[config.mk]
export PLATFORM = sky130hd
export DESIGN_NAME = and3_in_debounce_flat
export DESIGN_NICKNAME = d
export VERILOG_FILES = /design/src/rtl/and3_in_debounce_if.sv /design/src/rtl/and3_in_debounce.sv /design/src/flat_wrapper.sv
export SDC_FILE = /design/constraint.sdc
export NUM_CORES = 1
export LEC_CHECK = 0
export ABC_AREA = 0
export CAP_MARGIN = 20
export CORE_ASPECT_RATIO = 0.9
export CORE_MARGIN = 3
export CORE_UTILIZATION = 53
export CTS_CLUSTER_DIAMETER = 120
export DETAILED_ROUTE_END_ITERATION = 8
export HOLD_SLACK_MARGIN = 0.03
export PLACE_DENSITY = 0.86
export SYNTH_ARGS = -nofsm -noshare
export SYNTH_HDL_FRONTEND = slang
export SYNTH_SLANG_ARGS = --single-unit
[constraint.sdc]
create_clock -name clk -period 1.35 [get_ports clk]
set_clock_uncertainty 0.05 [all_clocks]
set_input_delay 0.3375 -clock clk [delete_from_list [all_inputs] [get_ports clk]]
set_output_delay 0.3375 -clock clk [all_outputs]
set_load 0.02 [all_outputs]
[src/rtl/and3_in_debounce_if.sv]
// Signal bundle between the raw-level sources and the AND3 input debouncer.
// The master drives the raw levels; the slave (debouncer) returns clean levels and status.
interface and3_in_debounce_if;
    logic a_raw;
    logic b_raw;
    logic c_raw;
    logic A;
    logic B;
    logic C;
    logic chg;
    logic all_stable;

    modport master (
        output a_raw, b_raw, c_raw,
        input  A, B, C, chg, all_stable
    );

    modport slave (
        input  a_raw, b_raw, c_raw,
        output A, B, C, chg, all_stable
    );
endinterface

[src/rtl/and3_in_debounce.sv]
// Three independent synchronise-and-debounce channels feeding an AND3 cell.
// An output follows its synchronised input only after STABLE_CYCLES consecutive differing cycles.
module and3_in_debounce #(
    parameter int STABLE_CYCLES = 8,
    parameter int CNT_W         = 4
) (
    input  logic             clk,
    input  logic             rst,
    and3_in_debounce_if.slave bus
);
    generate
        if (STABLE_CYCLES < 1) begin : g_bad_stable
            $error("and3_in_debounce: STABLE_CYCLES must be >= 1");
        end
        if ((64'd1 << CNT_W) < 64'(STABLE_CYCLES)) begin : g_bad_cnt_w
            $error("and3_in_debounce: CNT_W too narrow for STABLE_CYCLES");
        end
    endgenerate

    localparam logic [CNT_W-1:0] LAST = CNT_W'(STABLE_CYCLES - 1);

    // Bit 0 = channel A, bit 1 = channel B, bit 2 = channel C.
    logic [2:0]       raw;
    logic [2:0]       s1;
    logic [2:0]       s2;
    logic [2:0]       out;
    logic [2:0]       flip;
    logic [CNT_W-1:0] cnt [3];
    logic             chg_q;

    assign raw = {bus.c_raw, bus.b_raw, bus.a_raw};

    // A channel flips when its difference has persisted for the full threshold.
    always_comb begin
        flip = '0;
        for (int i = 0; i < 3; i++) begin
            flip[i] = (s2[i] != out[i]) && (cnt[i] == LAST);
        end
    end

    always_ff @(posedge clk) begin
        if (rst) begin
            s1    <= '0;
            s2    <= '0;
            out   <= '0;
            chg_q <= 1'b0;
            for (int i = 0; i < 3; i++) begin
                cnt[i] <= '0;
            end
        end else begin
            s1    <= raw;
            s2    <= s1;
            chg_q <= |flip;
            for (int i = 0; i < 3; i++) begin
                if (s2[i] == out[i]) begin
                    cnt[i] <= '0;
                end else if (flip[i]) begin
                    out[i] <= s2[i];
                    cnt[i] <= '0;
                end else begin
                    cnt[i] <= cnt[i] + CNT_W'(1);
                end
            end
        end
    end

    assign bus.A          = out[0];
    assign bus.B          = out[1];
    assign bus.C          = out[2];
    assign bus.chg        = chg_q;
    assign bus.all_stable = (s2 == out);
endmodule

[src/flat_wrapper.sv]
// flat-port wrapper written by rule: the top's interface ports become plain ports
module and3_in_debounce_flat 
#(
    parameter int STABLE_CYCLES = 8,
    parameter int CNT_W         = 4
)
  (clk, rst, bus_a_raw, bus_b_raw, bus_c_raw, bus_A, bus_B, bus_C, bus_chg, bus_all_stable);
  and3_in_debounce_if bus_i ();
  input  logic clk;
  input  logic rst;
  input wire logic [$bits(bus_i.a_raw)-1:0] bus_a_raw;
  input wire logic [$bits(bus_i.b_raw)-1:0] bus_b_raw;
  input wire logic [$bits(bus_i.c_raw)-1:0] bus_c_raw;
  output wire logic [$bits(bus_i.A)-1:0] bus_A;
  output wire logic [$bits(bus_i.B)-1:0] bus_B;
  output wire logic [$bits(bus_i.C)-1:0] bus_C;
  output wire logic [$bits(bus_i.chg)-1:0] bus_chg;
  output wire logic [$bits(bus_i.all_stable)-1:0] bus_all_stable;
  assign bus_i.a_raw = bus_a_raw;
  assign bus_i.b_raw = bus_b_raw;
  assign bus_i.c_raw = bus_c_raw;
  assign bus_A = bus_i.A;
  assign bus_B = bus_i.B;
  assign bus_C = bus_i.C;
  assign bus_chg = bus_i.chg;
  assign bus_all_stable = bus_i.all_stable;
  and3_in_debounce #(.STABLE_CYCLES(STABLE_CYCLES), .CNT_W(CNT_W)) u_core (.clk(clk), .rst(rst), .bus(bus_i));
endmodule
==> results.md, run 1 <==
* Status: complete, but fails checks
* Violated checks: setup timing
* Kind of end point of the critical path: primary output
* CTS tree: yes
* Worst EP arrival at around 1.2 ns
* DR vias at between 600 and 700
* Initial antenna violation count at 0
* Top Family by Delay on Critical Path: flip-flops
* Period utilization at 1.15
* Drt pass-1 iters at 4
* Placed insts at approximately 130
* Reg clk slew, reported paths at ~0.12 ns
* Min-Delay Endpoint: u_core.s2[1]
* Nets at ~120
* Crit path required time at between 0.9 and 1 ns
* Sink Count at 22
* Final Cell Area at ~1300 µm²
* Initial Util at 0.604
* PD cells at roughly 1000 nW/µm²
* Bufs and invs on worst path at 1
* WS Path Type: flip-flop to primary output
* #FFs+latches synth at 22
* Post-route setup slack at -0.204 ns
* Fmax at approximately 0.64 GHz
* Clock share of power at 0.326
* Clk_lat worst skew at 0.30 ns
* Syn Area/Cell at 11.8 µm²
* Die area at around 2300 µm²
* Post-DRT Antenna Nets at 0
* Largest net degree at the start of global routing at 14
* CP max FO at 2
* Flop-to-flop setup slack at ~0.04 ns
* R2R depth at 3
* YS warnings at 0
* Final WL at about 1600 µm
* Max-cap violations at 0
* Share of post-route cells with drive strength above 1 at 0.292
* Part of the power in registers at 0.592
* Core area at 1560 µm²
* Gate power share at 0.082
* Diodes inserted at 0
* Min Tclk post-route at between 1.5 and 2 ns
* Placed inst area at between 1000 and 1500 µm²
* Residual DRC count at 0
* Critical Path, Cell by Cell: xor2_2, nor3_4, buf_6
* Leak Pwr at roughly 0.56 nW
* Number of buffers created by CTS at 3
* Die width at around 50 µm
* Cell count after synthesis at 80
* Worst Hold Class: flip-flop to flip-flop
* Net Sw Frac at 0.202
* Num ports at 10
* 1st-iter DRT viols at 11
* Die Y at ~46 µm
* Vias in the first global route at just over 600
* Wire length per cell at between 10 and 15 µm
* Rows at 13
* Clock root buffer: clkbuf_4
* HPWL after DPL at between 1000 and 1500 µm
* IO buf count at 9
* Worst flop-to-flop path endpoint: u_core.cnt[2][2]
* Fin cells at about 140
* Hold slack at about 0.41 ns
* GRT Total Usage at 0.163
* Hold Crit Depth at 1
* Bufs on Longest Clock Path at 2
* Fin. Hold Viols at 0
* Sequential-to-total area share from yosys stat at 0.594
* Distinct cells, synth at 23
* Slew Limit Fails at 0
* Layout area overhead at 34.7%
* GR Overflow Total at 0
* Post-place setup slack at -0.335 ns
* First-pass GRT wire length at about 2700 µm
* Crit start category: flip-flop
* Hold Crit Start: u_core.s1[1]
* RD Place Congestion at 0.695
* # H-tree levels at 1
* Setup violations, final at 1
* Worst reg2reg path startpoint: u_core.cnt[2][0]
* DR vias/cell at between 4 and 5
* Netlist Area Pre-Place at 943 µm²
* Worst path max stage delay at approximately 0.35 ns
* Maximum vdd ir drop at approximately 0.8 mV
* Switching Power at between 0.2 and 0.3 mW
* RSZ-0062 raised after global routing: yes
* Pint at ~1.0 mW
* Critical path's slowest cell: dfxtp_2
[synth_stat cells]
cell type,number,area [µm²]
a21oi_1,1,5.00
a31oi_1,1,6.26
and3_1,2,12.5
and3b_1,1,8.76
clkbuf_1,1,3.75
conb_1,1,3.75
dfxtp_1,10,200
edfxtp_1,12,360
ha_1,3,37.5
inv_1,4,15.0
mux2i_1,2,20.0
nand2_1,3,11.3
nand2b_1,2,12.5
nand3_1,5,25.0
nand3b_1,2,15.0
nor2_1,12,45.0
nor2b_1,6,37.5
nor3_1,1,5.00
o211ai_2,1,12.5
o21ai_0,1,5.00
xnor2_1,1,8.76
xor2_1,5,43.8
xor2_2,3,48.8
[worst max-delay path by stage]
stage / cells after the start / endpoint / slack (ns) / startpoint
after floorplan: 2 / bus_all_stable / 0.04 / u_core.out[0]
after global placement: 3 / bus_all_stable / -0.33 / u_core.out[0]
after detailed placement: 3 / bus_all_stable / -0.34 / u_core.out[0]
after CTS: 3 / bus_all_stable / -0.22 / u_core.out[0]
after global routing: 3 / bus_all_stable / -0.27 / u_core.out[0]
final: 3 / bus_all_stable / -0.20 / u_core.out[0]
[worst register-to-register path: cells and delay by family (launching register included)]
family,cells,cell delay (ns)
flip-flops,1,0.45
AND/OR/NAND/NOR,1,0.19
adder cells (fa/ha/maj),1,0.23
XOR/XNOR,1,0.16
[state kept, by name, summed over array words and instances (netlist names)]
name            count
u_core.s1           3
u_core.s2           3
u_core.out          3
u_core.cnt         12
u_core.bus.chg      1
[power by group through the flow]
stage / combinational [mW] / clock (mW) / sequential, mW
6_report: 0.104 / 0.413 / 0.750
5_1_grt: 0.118 / 0.455 / 0.753
4_1_cts: 0.0927 / 0.426 / 0.748
3_5_place_dp: 0.0906 / 0 / 0.763
3_3_place_gp: 0.0877 / 0 / 0.761
2_1_floorplan: 0.0554 / 0 / 0.759
[metal layers]
layer	track usage	vias to the layer above	routed length (µm)
li1	-	318	-
met1	0.181	304	619
met2	0.297	11	879
met3	0.0590	2	76
met4	0.0484	0	9
met5	0	-	0
[layout make-up]
class	instances	area [µm²]
flip-flops and latches	22	564
multi-input cells	64	452
fillers	102	290
repair buffers	19	165
clock buffers	4	47.5
well taps	22	27.5
inverters	4	15.0
[stage by stage]
stage	utilization	setup TNS (ns)	power [mW]
finish	0.814	-0.204	1.27
global route	0.814	-0.320	1.33
CTS	0.770	-0.215	1.27
detailed placement	0.744	-1.22	0.854
global placement	0.744	-1.07	0.849
floorplan	-	0	0.814
[what timing repair did]
| item | in CTS | in global routing |
|---|---|---|
| setup buffers | 0 | 4 |
| resized for setup | 24 | 13 |
| setup endpoints to repair | 5 | 18 |
| pin swaps | 0 | 2 |
| hold buffers | 0 | 0 |
[cells by family (layout without fill, tap and decap cells)]
family / Yosys count / after routing / synth area share
XOR/XNOR: 9 / 9 / 0.107
adder cells (fa/ha/maj): 3 / 3 / 0.0398
buffers and inverters: 5 / 27 / 0.0199
multiplexers: 2 / 2 / 0.0212
other: 1 / 12 / 0.00397
AO/OA/AOI/OAI: 4 / 4 / 0.0305
flip-flops: 22 / 22 / 0.594
AND/OR/NAND/NOR: 34 / 34 / 0.183
[placed cells by master, fill, tap and decap left out, drive strengths merged, types with 4 or more instances in the layout]
cell type,synthesis,routed
clkbuf,1,5
edfxtp,12,12
dfxtp,10,10
nor2,12,12
clkdlybuf4s50,0,4
inv,4,4
buf,0,14
xor2,8,8
nor2b,6,6
conb,1,12
nand3,5,5
(Power assumes the default switching activity.)
==> inputs of run 2 (changes only) <==
--- a/config.mk
+++ b/config.mk
@@ -14,6 +14,7 @@
 export DETAILED_ROUTE_END_ITERATION = 8
 export HOLD_SLACK_MARGIN = 0.03
 export PLACE_DENSITY = 0.86
+export REMOVE_ABC_BUFFERS = 1
 export SYNTH_ARGS = -nofsm -noshare
 export SYNTH_HDL_FRONTEND = slang
 export SYNTH_SLANG_ARGS = --single-unit
==> run 2 against run 1 <==
  * The flow still finishes with violations (setup timing)
  * Final cell count unchanged
  * Core utilization down 3.6 points
  * Sequential share of layout area up 2.1 points
  * Power down 9.7%
  * Global-route usage up 0.77 points
  * First-iteration DRC count up 64%
  * Die area unchanged
  * Critical endpoint unchanged
==> results.md, run 2 (synthesis gave the netlist of run 1 again) <==
* Clk_lat worst skew at 0.29 ns (was 0.30 ns)
* First-pass GRT wire length at 2770 µm (was 2690 µm)
* Largest net degree at the start of global routing at 13 (was 14)
* Residual DRC count at 0 (unchanged)
* Violated checks: setup timing (unchanged)
* Hold slack at 0.404 ns (was 0.411 ns)
* Post-DRT Antenna Nets at 0 (unchanged)
* Leak Pwr at 0.544 nW (was 0.563 nW)
* Kind of end point of the critical path: primary output (unchanged)
* Crit path required time at 0.96 ns (about the same)
* Number of buffers created by CTS at 3 (unchanged)
* Initial antenna violation count at 0 (unchanged)
* Vias in the first global route at 658 (was 612)
* Final WL at 1670 µm (was 1590 µm)
* Hold-fix buffers, CTS at 0 (unchanged)
* Sink Count at 22 (unchanged)
* Rows at 13 (unchanged)
* Worst Hold Class: flip-flop to flip-flop (unchanged)
* Period utilization at 1.14 (was 1.15)
* Largest Register: u_core.cnt (unchanged)
* Setup violations, final at 1 (unchanged)
* Diodes inserted at 0 (unchanged)
* Maximum vdd ir drop at 0.740 mV (was 0.819 mV)
* Post-place setup slack at -0.355 ns (was -0.335 ns)
* IO buf count at 9 (unchanged)
* HPWL after DPL at 1210 µm (was 1150 µm)
* Worst EP arrival at 1.15 ns (was 1.17 ns)
* Initial Util at 0.604 (unchanged)
* RSZ-0062 raised after global routing: yes (unchanged)
* Die width at 50.5 µm (unchanged)
* Crit start category: flip-flop (unchanged)
* Max-cap violations at 0 (unchanged)
* Num ports at 10 (unchanged)
* Slew Limit Fails at 0 (unchanged)
* RD Place Congestion at 0.729 (was 0.695)
* Fmax at 0.652 GHz (was 0.644 GHz)
* Commonest non-fill, non-tap cells in the layout: buf_4 (13), nor2_1 (12), edfxtp_1 (12), conb_1 (12), dfxtp_1 (7) (was nor2_1 (12), edfxtp_1 (12), conb_1 (12), buf_4 (10), dfxtp_1 (7))
* Wire length per cell at 12.4 µm (was 11.7 µm)
* Max reg flops at 12 (unchanged)
* # H-tree levels at 1 (unchanged)
* Post-route setup slack at -0.185 ns (was -0.204 ns)
* Die area at 2320 µm² (unchanged)
* CTS tree: yes (unchanged)
* Bufs on Longest Clock Path at 2 (unchanged)
* PD cells at 942 nW/µm² (was 997 nW/µm²)
* GR Overflow Total at 0 (unchanged)
* Die Y at 46.0 µm (unchanged)
* Layout area overhead at 28.8% (was 34.7%)
* WS Path Type: flip-flop to primary output (unchanged)
* DR vias/cell at 4.67 (was 4.70)
* Fin. Hold Viols at 0 (unchanged)
* Most common cell after layout, fill and taps aside: buf_4
* 1st-iter DRT viols at 18 (was 11)
* Nets at 122 (unchanged)
* CP max FO at 2 (unchanged)
* Share of post-route cells with drive strength above 1 at 0.265 (was 0.292)
* Min Tclk post-route at 1.53 ns (was 1.55 ns)
* Core area at 1560 µm² (unchanged)
* GRT Total Usage at 0.171 (was 0.163)
* Status: complete, but fails checks (unchanged)
* DR vias at 631 (was 635)
* Reg clk slew, reported paths at 0.11 ns (was 0.12 ns)
* Drt pass-1 iters at 6 (was 4)
* Clock root buffer: clkbuf_4 (unchanged)
==> run 2: area by class of cell <==
cell class,count,area (µm²)
clock buffer,4,26.3
fill,112,347
inverter,4,15.0
multi-input combinational,64,434
sequential,22,564
tap,22,27.5
timing repair buffer,19,148
==> run 2: metal layers <==
layer | track usage | part of all wire | vias to the layer above
met4 | 0.113 | 0.011 | 0
met5 | 0 | 0 | -
li1 | - | - | 319
met3 | 0.0197 | 0.027 | 2
met2 | 0.318 | 0.55 | 12
met1 | 0.187 | 0.41 | 298
==> run 2: timing repair <==
action	in CTS	in global routing
setup endpoints to repair	5	16
pin swaps	0	4
resized for setup	22	10
cloned	0	0
setup buffers	0	3
==> run 2: per-stage QoR <==
step	total power [mW]	std cells	utilization	setup TNS (ns)	area (µm²)
after global placement	0.844	128	0.737	-1.14	1150
after global routing	1.19	135	0.778	-0.335	1210
after detailed placement	0.850	128	0.737	-1.42	1150
after CTS	1.14	132	0.744	-0.225	1160
after floorplan	0.807	90	-	-0.173	981
final	1.14	135	0.778	-0.185	1210
==> run 2: path summary, 6_finish.rpt <==
path	from	endpoint	slack (ns)	cells past startpoint
max	u_core.out[0]	bus_all_stable	-0.18	3
min	u_core.s1[2]	u_core.s2[2]	0.40	1
max reg2reg	u_core.cnt[0][0]	u_core.cnt[0][2]	0.05	3
min reg2reg	u_core.s1[2]	u_core.s2[2]	0.40	1
==> run 2: worst max-delay path: stages (launching register included) <==
cell     delay [ns]
dfxtp_2        0.35
xor2_2         0.18
nor3_2         0.17
buf_4          0.16
==> run 2: where the power goes <==
| part | total (mW) | internal (mW) | switching [mW] | leakage, nW |
|---|---|---|---|---|
| clock network | 0.297 | 0.115 | 0.182 | 0.0150 |
| registers | 0.748 | 0.730 | 0.0175 | 0.207 |
| logic | 0.101 | 0.0511 | 0.0495 | 0.322 |
| total | 1.14 | 0.896 | 0.249 | 0.544 |
==> inputs of run 3 (changes only) <==
--- a/config.mk
+++ b/config.mk
@@ -7,7 +7,6 @@
 export LEC_CHECK = 0
 export ABC_AREA = 0
 export CAP_MARGIN = 20
-export CORE_ASPECT_RATIO = 0.9
 export CORE_MARGIN = 3
 export CORE_UTILIZATION = 53
 export CTS_CLUSTER_DIAMETER = 120
==> run 3 against run 2 <==
  * Routed wire length grew 15%
  * Critical endpoint unchanged
  * The flow still finishes with violations (setup timing)
  * Register-to-register slack is essentially flat
  * Highest routed layer unchanged
  * Largest cell class unchanged
  * Sequential cell count is the same
  * Critical path depth is the same
  * Largest power group unchanged
  * Cell area grew 5.6%
  * Power grew 18%
  * First-iteration DRC count shrank 72%
  * Fmax shrank 0.33%
==> results.md, run 3 (synthesis gave the netlist of run 1 again) <==
* RSZ-0062 raised after global routing: yes (unchanged)
* Largest net degree at the start of global routing at 14 (was 13)
* Largest Register: u_core.cnt (unchanged)
* Num ports at 10 (unchanged)
* Fmax at 0.649 GHz (was 0.652 GHz)
* Number of buffers created by CTS at 3 (unchanged)
* GRT Total Usage at 0.181 (was 0.171)
* Critical Path, Cell by Cell: xor2_2, nor3_2, buf_4 (unchanged)
* Residual DRC count at 0 (unchanged)
* Die area at 2320 µm² (about the same)
* Fin. Hold Viols at 0 (unchanged)
* Reg clk slew, reported paths at 0.11 ns (about the same)
* RD Place Congestion at 0.706 (was 0.729)
* Diodes inserted at 0 (unchanged)
* Setup violations, final at 1 (unchanged)
* Max reg flops at 12 (unchanged)
* Crit start category: flip-flop (unchanged)
* Worst Hold Class: flip-flop to flip-flop (unchanged)
* Hold slack at 0.401 ns (was 0.404 ns)
* Pint at 1.09 mW (was 0.896 mW)
* Share of post-route cells with drive strength above 1 at 0.328 (was 0.265)
* Worst path max stage delay at 0.35 ns (about the same)
* Period utilization at 1.14 (about the same)
* Rows at 14 (was 13)
* Min Tclk post-route at 1.54 ns (was 1.53 ns)
* Clk_lat worst skew at 0.31 ns (was 0.29 ns)
* Slew Limit Fails at 0 (unchanged)
* CP max FO at 2 (unchanged)
* HPWL after DPL at 1250 µm (was 1210 µm)
* CTS tree: yes (unchanged)
* PD cells at 1060 nW/µm² (was 942 nW/µm²)
* Max-cap violations at 0 (unchanged)
* Post-route setup slack at -0.190 ns (was -0.185 ns)
* Die Y at 48.2 µm (was 46.0 µm)
* Drt pass-1 iters at 4 (was 6)
* Gate power share at 0.079 (was 0.088)
* Core area at 1590 µm² (was 1560 µm²)
* Layout area overhead at 35.9% (was 28.8%)
* 1st-iter DRT viols at 5 (was 18)
* Initial antenna violation count at 0 (unchanged)
* # H-tree levels at 1 (unchanged)
* Clock root buffer: clkbuf_4 (unchanged)
* Sink Count at 22 (unchanged)
* First-pass GRT wire length at 2730 µm (was 2770 µm)
* Post-DRT Antenna Nets at 0 (unchanged)
* Kind of end point of the critical path: primary output (unchanged)
* Nets at 125 (was 122)
* Worst EP arrival at 1.15 ns (about the same)
* Net Sw Frac at 0.198 (was 0.217)
* Critical path's slowest cell: dfxtp_2 (unchanged)
* Setup TNS at -0.190 ns (was -0.185 ns)
* Most common cell after layout, fill and taps aside: buf_4 (unchanged)
* Layout fillers at 86 (was 112)
* Final Cell Area at 1280 µm² (was 1210 µm²)
* GR Overflow Total at 0 (unchanged)
* Vias in the first global route at 654 (was 658)
* Wire length per cell at 13.7 µm (was 12.4 µm)
* Placed inst area at 1160 µm² (was 1150 µm²)
* Clock share of power at 0.367 (was 0.259)
* Initial Util at 0.592 (was 0.604)
* DR vias/cell at 4.86 (was 4.67)
* Final WL at 1920 µm (was 1670 µm)
* Violated checks: setup timing (unchanged)
* Status: complete, but fails checks (unchanged)
* Part of the power in registers at 0.553 (was 0.653)
* Die width at 48.2 µm (was 50.5 µm)
* Leak Pwr at 0.570 nW (was 0.544 nW)
* Switching Power at 0.267 mW (was 0.249 mW)
* Hold-fix buffers, CTS at 0 (unchanged)
* Bufs on Longest Clock Path at 2 (unchanged)
* Maximum vdd ir drop at 0.801 mV (was 0.740 mV)
* Post-place setup slack at -0.355 ns (about the same)
* IO buf count at 9 (unchanged)
* Crit path required time at 0.96 ns (about the same)
* WS Path Type: flip-flop to primary output (unchanged)
* DR vias at 680 (was 631)
* Commonest non-fill, non-tap cells in the layout: buf_4 (13), edfxtp_1 (12), conb_1 (12), nor2_1 (11), nor2b_1 (6) (was buf_4 (13), nor2_1 (12), edfxtp_1 (12), conb_1 (12), dfxtp_1 (7))
run 3: path summary, 6_finish.rpt:
| check | startpoint | to | slack [ns] | cells past startpoint |
|---|---|---|---|---|
| max | u_core.out[0] | bus_all_stable | -0.19 | 3 |
| min | u_core.s1[0] | u_core.s2[0] | 0.40 | 1 |
| max reg2reg | u_core.cnt[2][0] | u_core.cnt[2][2] | 0.05 | 3 |
| min reg2reg | u_core.s1[0] | u_core.s2[0] | 0.40 | 1 |
run 3: what timing repair did:
action | 4_1_cts | 5_1_grt
pin swaps | 1 | 4
cloned | 0 | 0
setup buffers | 0 | 5
resized for setup | 25 | 15
setup endpoints to repair | 5 | 15
run 3: layer usage:
layer | track usage | up-vias | part of all wire
met5 | 0 | - | 0
met4 | 0.102 | 0 | 0.023
met3 | 0.0517 | 6 | 0.038
met2 | 0.315 | 20 | 0.56
met1 | 0.192 | 327 | 0.38
li1 | - | 327 | -
run 3: area by class of cell:
cell class | instances | area, µm² | area share
tap | 24 | 30.0 | 0.0234
clock buffer | 3 | 22.5 | 0.0176
inverter | 4 | 15.0 | 0.0117
timing repair buffer | 22 | 188 | 0.146
sequential | 22 | 567 | 0.442
multi-input combinational | 64 | 430 | 0.336
clock inverter | 1 | 30.0 | 0.0234
run 3: metrics by stage:
| step | power, mW | util | std cells |
|---|---|---|---|
| 3_5_place_dp | 0.852 | 0.728 | 131 |
| 4_1_cts | 1.34 | 0.756 | 135 |
| 5_1_grt | 1.40 | 0.805 | 140 |
| 6_report | 1.35 | 0.805 | 140 |
| 2_1_floorplan | 0.807 | - | 90 |
| 3_3_place_gp | 0.845 | 0.728 | 131 |
run 3: critical path, delay by kind of cell (launching register included):
family | cells | cell delay, ns
AND/OR/NAND/NOR | 1 | 0.17
XOR/XNOR | 1 | 0.17
flip-flops | 1 | 0.35
buffers and inverters | 1 | 0.16
run 3: power groups by stage:
stage / clock (mW) / sequential (mW) / combinational [mW]
CTS: 0.505 / 0.749 / 0.0879
global placement: 0 / 0.761 / 0.0850
floorplan: 0 / 0.759 / 0.0477
detailed placement: 0 / 0.763 / 0.0895
global route: 0.532 / 0.751 / 0.119
finish: 0.497 / 0.749 / 0.107
